File: config.mk
export PLATFORM = sky130hd
export DESIGN_NAME = req_agent
export DESIGN_NICKNAME = d
export VERILOG_FILES = /design/src/rtl/arb_pkg.sv /design/src/rtl/req_chan.sv /design/src/rtl/req_agent.sv
export SDC_FILE = /design/constraint.sdc
export NUM_CORES = 1
export LEC_CHECK = 0
export CAP_MARGIN = 25
export CORE_MARGIN = 2
export CORE_UTILIZATION = 30
export CTS_CLUSTER_DIAMETER = 200
export DETAILED_ROUTE_END_ITERATION = 10
export MAX_ROUTING_LAYER = met4
export PLACE_DENSITY = 0.47
export SLEW_MARGIN = 20
export SYNTH_ARGS = -nofsm -noshare
export SYNTH_HDL_FRONTEND = slang
export SYNTH_SLANG_ARGS = --single-unit
File: constraint.sdc
create_clock -name clk -period 8.4 [get_ports clk]
set_input_delay 1.68 -clock clk [delete_from_list [all_inputs] [get_ports clk]]
set_output_delay 1.68 -clock clk [all_outputs]
set_load 0.02 [all_outputs]
File: src/rtl/arb_pkg.sv
// arb_pkg: shared defaults for the request agent and its channel slices
package arb_pkg;
   localparam int N_DEF            = 8;
   localparam int CH_W_DEF         = $clog2(N_DEF);
   localparam int CNT_W_DEF        = 4;
   localparam int STARVE_LIMIT_DEF = 16;
endpackage

File: src/rtl/req_chan.sv
// req_chan: one channel slice (pending counter, optional wait counter, req bit); macro REQ_AGENT_STARVE_EN
module req_chan
   import arb_pkg::*;
#(
   parameter int CNT_W        = CNT_W_DEF,
   parameter int STARVE_LIMIT = STARVE_LIMIT_DEF
) (
   input  logic clk,
   input  logic rst,
   input  logic inc,
   input  logic dec,
   output logic req,
   output logic full,
   output logic starve
);
   logic [CNT_W-1:0] pending;
   assign req  = pending != '0;
   assign full = &pending;
   // pending count: accept and grant in the same cycle cancel out
   always_ff @(posedge clk) begin
      if (rst) pending <= '0;
      else if (inc && !dec) pending <= pending + 1'b1;
      else if (dec && !inc) pending <= pending - 1'b1;
   end
`ifdef REQ_AGENT_STARVE_EN
   localparam int WAIT_W = $clog2(STARVE_LIMIT + 1);
   localparam logic [WAIT_W-1:0] LIMIT = WAIT_W'(STARVE_LIMIT);
   logic [WAIT_W-1:0] wait_cnt;
   assign starve = wait_cnt >= LIMIT;
   // wait counter: counts ungranted request cycles, saturating at the limit
   always_ff @(posedge clk) begin
      if (rst || !req || dec) wait_cnt <= '0;
      else if (wait_cnt < LIMIT) wait_cnt <= wait_cnt + 1'b1;
   end
`else
   assign starve = 1'b0;
`endif
endmodule

File: src/rtl/req_agent.sv
// req_agent: per-channel job queueing toward a round-robin arbiter with grant checking; macro REQ_AGENT_STARVE_EN
module req_agent
   import arb_pkg::*;
#(
   parameter int N            = N_DEF,
   parameter int CNT_W        = CNT_W_DEF,
   parameter int STARVE_LIMIT = STARVE_LIMIT_DEF
) (
   input  logic                 clk,
   input  logic                 rst,
   input  logic                 job_valid,
   input  logic [$clog2(N)-1:0] job_ch,
   output logic                 job_ready,
   output logic [N-1:0]         req,
   input  logic [N-1:0]         grant,
   output logic                 done_valid,
   output logic [$clog2(N)-1:0] done_ch,
   output logic                 err_onehot,
   output logic                 err_spurious,
   output logic [N-1:0]         starve
);
   localparam int CH_W = $clog2(N);
   logic [N-1:0]    full;
   logic            one_hot, hit, grant_ok, multi;
   logic [CH_W-1:0] gidx;
   assign job_ready = !full[job_ch];
   assign one_hot   = $onehot(grant);
   assign multi     = $countones(grant) > 1;
   assign hit       = |(grant & req);
   assign grant_ok  = one_hot && hit;
   // encode the granted index
   always_comb begin
      gidx = '0;
      for (int k = 0; k < N; k++) gidx = grant[k] ? CH_W'(k) : gidx;
   end
   genvar i;
   generate
      for (i = 0; i < N; i++) begin : g_ch
         req_chan #(.CNT_W(CNT_W), .STARVE_LIMIT(STARVE_LIMIT)) u_chan (
            .clk    (clk),
            .rst    (rst),
            .inc    (job_valid && job_ready && job_ch == CH_W'(i)),
            .dec    (grant_ok && grant[i]),
            .req    (req[i]),
            .full   (full[i]),
            .starve (starve[i])
         );
      end
   endgenerate
   // completion pulse and sticky grant-error flags
   always_ff @(posedge clk) begin
      if (rst) begin
         done_valid   <= 1'b0;
         done_ch      <= '0;
         err_onehot   <= 1'b0;
         err_spurious <= 1'b0;
      end else begin
         done_valid   <= grant_ok;
         done_ch      <= grant_ok ? gidx : done_ch;
         err_onehot   <= err_onehot | multi;
         err_spurious <= err_spurious | (one_hot && !hit);
      end
   end
endmodule
==> run metrics, run 1 <==
Post-synth EDFFs 0; Die ar. 10000 um^2; status finished, final reports clean; area share of the largest cell type after synthesis 0.275; asr flop ratio synth 0; commonest non-fill, non-tap cells in the layout 52 x nor2_1, 38 x dfxtp_1, 27 x ha_1, 27 x clkdlybuf4s50_1, 25 x a21oi_1; most common cell after layout, fill and taps aside nor2_1; Worst Hold Class reg -> reg; drt pass-1 iters 4; Slew @ Worst Pin 0.770 ns; Layout Utilization 0.347; Ys Warns 0; CTS max path bufs 2; power after layout 0.000870 W; CTS clk-pin slew, worst paths 0.08 ns; Die W 100 um; ANT nets after route 0; # port buffers 28; Post-DP HPWL 4660 um; top post-synthesis cells by area dfxtp_1 27%, ha_1 12%, fa_1 8.7%; Combinational Power Share 0.527; TritonCTS clock tree done; cts bufs inserted 5; initial antenna violation count 0; fill count 936; switching share of power 0.398; Worst IR Drop VDD 0.0661 mV; Post-CTS Resized 0; P_int 0.000524 W; min-delay src done_ch[1]; DR vias 2122; max_slew headroom 0.487; CP required 8.62 ns; Final Wtd Congestion 0.797; CTS sink count 38; clock skew 0.00298 ns; post-synth cell types 35; Leakage 1.31 nW; non-filler cells, final 445; final cycle utilization of the critical path 0.820; number of vias per cell 4.77; Nets 386; Cell Area, Synth 2770 um^2; Flop pwr share 0.319; # rows 35; global route overflow 0; largest net degree at the start of global routing 39; Clock Power Share 0.154; flops & latches, synth 38; crit path DAT 7.11 ns; mean post-synth cell area 8.90 um^2; post-layout min period 6.88 ns; CP delay by family, top adder cells; Fin Setup TNS 0 ns; critical path startpoint grant[0]; Max Fanout on Critical Path 8; later-pin clock latency in the skew report 0.29 ns; placed cell count 436; initial core utilization 0.304; Root Driver clkbuf_8; Ant. Diodes 0; cell taking the most area after synthesis dfxtp_1; DR iter-0 viols 57; first-pass GRT wire length 10300 um; FMAX 145 MHz; Setup crit start kind input port; max-slew violations 0; Final setup viols 0; Crit Path Class in -> reg; Psw 0.000346 W; vias in the first global route 2054; setup repair bufs after CTS 0; Main synth FF type dfxtp_1; worst r2r src g_ch[2].u_chan.pending[0]; final hold violation count 0; dpl ws 1.03 ns; max cap viols 0; critical path's largest stage delay 0.57 ns; cell count after synthesis 311; register area share after synthesis 0.275; RSZ-0062 raised after global routing no; WL/cell 13.5 um; Core ar. 9110 um^2; Routed WL 6020 um; Die Height 100 um; P per Cell Area 275 nW/um^2; Clock H-tree levels 2; endpoint type of the worst setup path register; Total Routing Usage GR 0.134; detailed-route DRC error count 0; layout cells sized above 1 0.0449; Critical Path, Cell by Cell clkdlybuf4s50_1 -> inv_1 -> fa_1 -> fa_1 -> fa_1 -> inv_1 -> ha_1 -> inv_1 -> fa_1 -> a211oi_1 -> mux2i_1 -> a211oi_2 -> buf_4 -> nand2_1 -> ha_1 -> inv_1 -> ha_1 -> a21o_1 -> a21oi_1 -> xnor2_1 -> or3_1 -> a21oi_1; I/O pins 37; hold bufs inserted after CTS 0; CP max stage cell fa_1; Worst Slack Setup Final 1.52 ns; Area growth syn-to-layout 14.2%; worst path bufs/invs 6
-- area by class of cell --
cell class | instances | area (um^2) | share of cell area
clock inverter | 1 | 5.00 | 0.00158
timing repair buffer | 29 | 283 | 0.0894
sequential | 38 | 761 | 0.241
clock buffer | 7 | 86.3 | 0.0273
tap | 111 | 139 | 0.0439
multi-input combinational | 238 | 1810 | 0.572
inverter | 21 | 78.8 | 0.0249
-- layer usage --
| layer | share of wire | vias to the layer above | GRT usage |
|---|---|---|---|
| met5 | 0 | - | - |
| met4 | 0.012 | 0 | 0.0348 |
| met3 | 0.034 | 7 | 0.0251 |
| met2 | 0.45 | 33 | 0.208 |
| met1 | 0.50 | 976 | 0.180 |
| li1 | - | 1106 | - |
-- worst reg2reg max path: stages (launching register included) --
cell and delay [ns]:
dfxtp_1 0.38, or4_4 0.60, a2111oi_4 0.43, a211oi_2 0.21, buf_4 0.22, nand2_1 0.07, ha_1 0.17, inv_1 0.10
ha_1 0.30, a21o_1 0.17, a21oi_1 0.17, xnor2_1 0.09, or3_1 0.30, a21oi_1 0.14
-- power by group through the flow --
stage	logic, W	registers [W]	clock network, W
5_1_grt	0.000514	0.000288	0.000147
2_1_floorplan	0.000365	0.000278	0
6_report	0.000459	0.000277	0.000134
3_5_place_dp	0.000461	0.000283	0
3_3_place_gp	0.000456	0.000283	0
4_1_cts	0.000463	0.000279	0.000141
-- logic make-up (layout without fill, tap and decap cells) --
family | Yosys count | after routing | share of synthesized area
AOI/OAI and AO/OA | 60 | 60 | 0.156
xor gates and xnor gates | 24 | 24 | 0.0759
adders and majority gates | 39 | 39 | 0.209
buffers and inverters | 42 | 58 | 0.0813
DFF | 38 | 38 | 0.275
muxes | 9 | 9 | 0.0325
other | 1 | 8 | 0.00135
and+or+nand+nor | 98 | 98 | 0.169
-- Yosys cell counts (8+ instances only) --
| library cell | number |
|---|---|
| nand4_1 | 9 |
| o21ai_0 | 10 |
| inv_1 | 21 |
| ha_1 | 27 |
| xnor2_1 | 16 |
| a21o_1 | 8 |
| a21oi_1 | 25 |
| buf_4 | 16 |
| fa_1 | 12 |
| mux2i_1 | 9 |
| nor2_1 | 52 |
| or3_1 | 8 |
| dfxtp_1 | 38 |
| nand2_1 | 11 |
| xor2_1 | 8 |
-- final timing paths --
kind | to | slack [ns] | cells after the start
max | g_ch[4].u_chan.pending[3] | 1.52 | 22
min | done_ch[1] | 0.49 | 1
max reg2reg | g_ch[4].u_chan.pending[3] | 4.99 | 13
min reg2reg | done_ch[1] | 0.49 | 1
-- sequential cells by signal, indices dropped and copies added, names as in the netlist --
name,count
err_onehot,1
done_valid,1
err_spurious,1
g_ch.u_chan.pending,32
done_ch,3
-- through the flow --
stage / hold slack, ns / area, um^2
2_1_floorplan: 0.471 / 2800
3_3_place_gp: 0.482 / 3060
3_5_place_dp: 0.479 / 3060
4_1_cts: 0.507 / 3150
5_1_grt: 0.516 / 3160
6_report: 0.493 / 3160
No activity file was read; power rests on OpenSTA's default activity.
==> run 2, diff against run 1 <==
Settings changed: PLACE_DENSITY 0.47 to 0.48.
Clock period 8.4 ns to 5.8 ns, I/O delays scaled along.
==> run 2 against run 1 <==
Net effect: hold slack lost 0.025 ns; power grew 58%; flip-flop and latch count unchanged; sequential power is 46% higher; first-iteration DRC count rose by 44%; global-route usage increased by 0.74 points; largest cell class unchanged; largest power group unchanged.
==> run metrics, run 2 (same netlist as run 1, synthesis figures left out) <==
Reg with most FFs g_ch.u_chan.pending; cts bufs inserted 5; CP delay by family, top adder cells; Die ar. 10000 um^2; max reg flops 32; Crit Path Class in -> reg; status finished, final reports clean; Total Routing Usage GR 0.141; CTS max path bufs 2; final cycle utilization of the critical path 0.931; FMAX 185 MHz; CP max stage cell fa_1; Hold Slack 0.468 ns; RSZ-0062 raised after global routing no; number of vias per cell 4.81; CTS clk-pin slew, worst paths 0.08 ns; Worst Hold Class reg -> reg; initial antenna violation count 0; # port buffers 28; Root Driver clkbuf_8; largest net degree at the start of global routing 39; Ant. Diodes 0; Final setup viols 0; most common cell after layout, fill and taps aside nor2_1; I/O pins 37; detailed-route DRC error count 0; r2r setup slk 2.52 ns; vias in the first global route 2273; Worst IR Drop VDD 0.124 mV; worst reg2reg path endpoint g_ch[3].u_chan.pending[3]; endpoint type of the worst setup path register; Largest regs g_ch.u_chan.pending x32, done_ch x3; Hold Path Depth 1; power after layout 0.00138 W; later-pin clock latency in the skew report 0.29 ns; worst path bufs/invs 6; post-layout min period 5.40 ns; Slew @ Worst Pin 0.746 ns; worst hold path endpoint done_ch[1]; most frequent CP cell inv_1; hold bufs inserted after CTS 0; max cap viols 0; Routed WL 6530 um; TritonCTS clock tree done; critical path's largest stage delay 0.56 ns; FF-to-FF path depth 13; layout cells sized above 1 0.181; # rows 35; max-slew violations 0; global route overflow 0; commonest non-fill, non-tap cells in the layout 52 x nor2_1, 41 x buf_4, 38 x dfxtp_1; first-pass GRT wire length 11000 um; Die Height 100 um; Clock H-tree levels 2; fill count 948; Layout Utilization 0.388; Max Fanout on Critical Path 5; worst r2r src g_ch[2].u_chan.pending[0]; Nets 427; initial core utilization 0.304; crit path DAT 5.62 ns; DR iter-0 viols 82; max_slew headroom 0.503; min-delay src done_ch[1]; Setup crit start kind input port; final hold violation count 0; DR vias 2339; Die W 100 um; P per Cell Area 389 nW/um^2; Post-DP HPWL 5030 um; Area growth syn-to-layout 27.8%; clock skew 0.00371 ns; ANT nets after route 0; Leakage 1.55 nW; Final Wtd Congestion 0.800; Critical Path, Cell by Cell dlymetal6s2s_1 -> inv_1 -> fa_1 -> fa_1 -> fa_1 -> inv_1 -> ha_1 -> inv_1 -> fa_2 -> nand2_1 -> a211oi_2 -> buf_4 -> nand2_1 -> ha_1 -> inv_1 -> ha_1 -> a21o_1 -> a21oi_2 -> xnor2_1 -> or3_1 -> a21oi_2; drt pass-1 iters 4; WL/cell 13.4 um; CTS sink count 38; CP required 6.02 ns; Core ar. 9110 um^2
==> run 2: stage by stage <==
stage	setup TNS, ns	area [um^2]	instances	setup WS [ns]
finish	0	3540	486	0.398
global route	0	3540	486	0.202
CTS	0	3470	483	0.00755
detailed placement	-2.88	3350	474	-0.339
global placement	-2.28	3350	474	-0.256
floorplan	0	2800	318	0.270
==> run 2: worst reg2reg max path: cells and delay by family (launching register included) <==
| kind | cells | cell delay, ns |
|---|---|---|
| AO/OA/AOI/OAI | 5 | 1.06 |
| AND/OR/NAND/NOR | 3 | 0.99 |
| adder cells (fa/ha/maj) | 2 | 0.45 |
| flip-flops | 1 | 0.38 |
| buffers and inverters | 2 | 0.25 |
| XOR/XNOR | 1 | 0.08 |
==> run 2: worst max path at each step <==
stage	start	to	slack, ns	cells after the start
after floorplan	grant[0]	g_ch[4].u_chan.pending[3]	0.27	21
after global placement	grant[0]	g_ch[0].u_chan.pending[3]	-0.26	22
after detailed placement	grant[0]	g_ch[3].u_chan.pending[3]	-0.34	22
after CTS	grant[0]	g_ch[3].u_chan.pending[3]	0.008	22
after global routing	grant[0]	g_ch[3].u_chan.pending[3]	0.20	21
final	grant[1]	g_ch[3].u_chan.pending[3]	0.40	21
==> run 2: layout make-up <==
class	instances	area (um^2)	area share
Tap cell	111	139	0.0393
Clock buffer	8	110	0.0311
Sequential cell	38	761	0.215
Multi-Input combinational cell	238	1850	0.524
Timing Repair Buffer	70	596	0.168
Inverter	21	78.8	0.0223
==> run 2: what timing repair did <==
item / 4_1_cts / 5_1_grt
setup buffers: 1 / 2
resized for setup: 2 / 13
pin swaps: 0 / 4
cloned: 0 / 1
setup endpoints to repair: 2 / 15
==> run 2: layer usage <==
metal	share of wire	global-route usage	up-vias
met5	0	-	-
met4	0.011	0.0316	0
met3	0.027	0.0244	6
met2	0.48	0.231	31
met1	0.49	0.184	1113
li1	-	-	1189
==> run 2: where the power goes <==
| group | internal (W) | switching, W |
|---|---|---|
| sequential | 0.000323 | 0.0000824 |
| combinational | 0.000403 | 0.000351 |
| clock | 0.000120 | 0.0000985 |
| total | 0.000846 | 0.000532 |
==> run 3, diff against run 2 <==
Settings changed: CTS_CLUSTER_SIZE from default to 20.
==> results of run 3 <==
The final DEF is identical to that of run 2; final timing and power are the same.
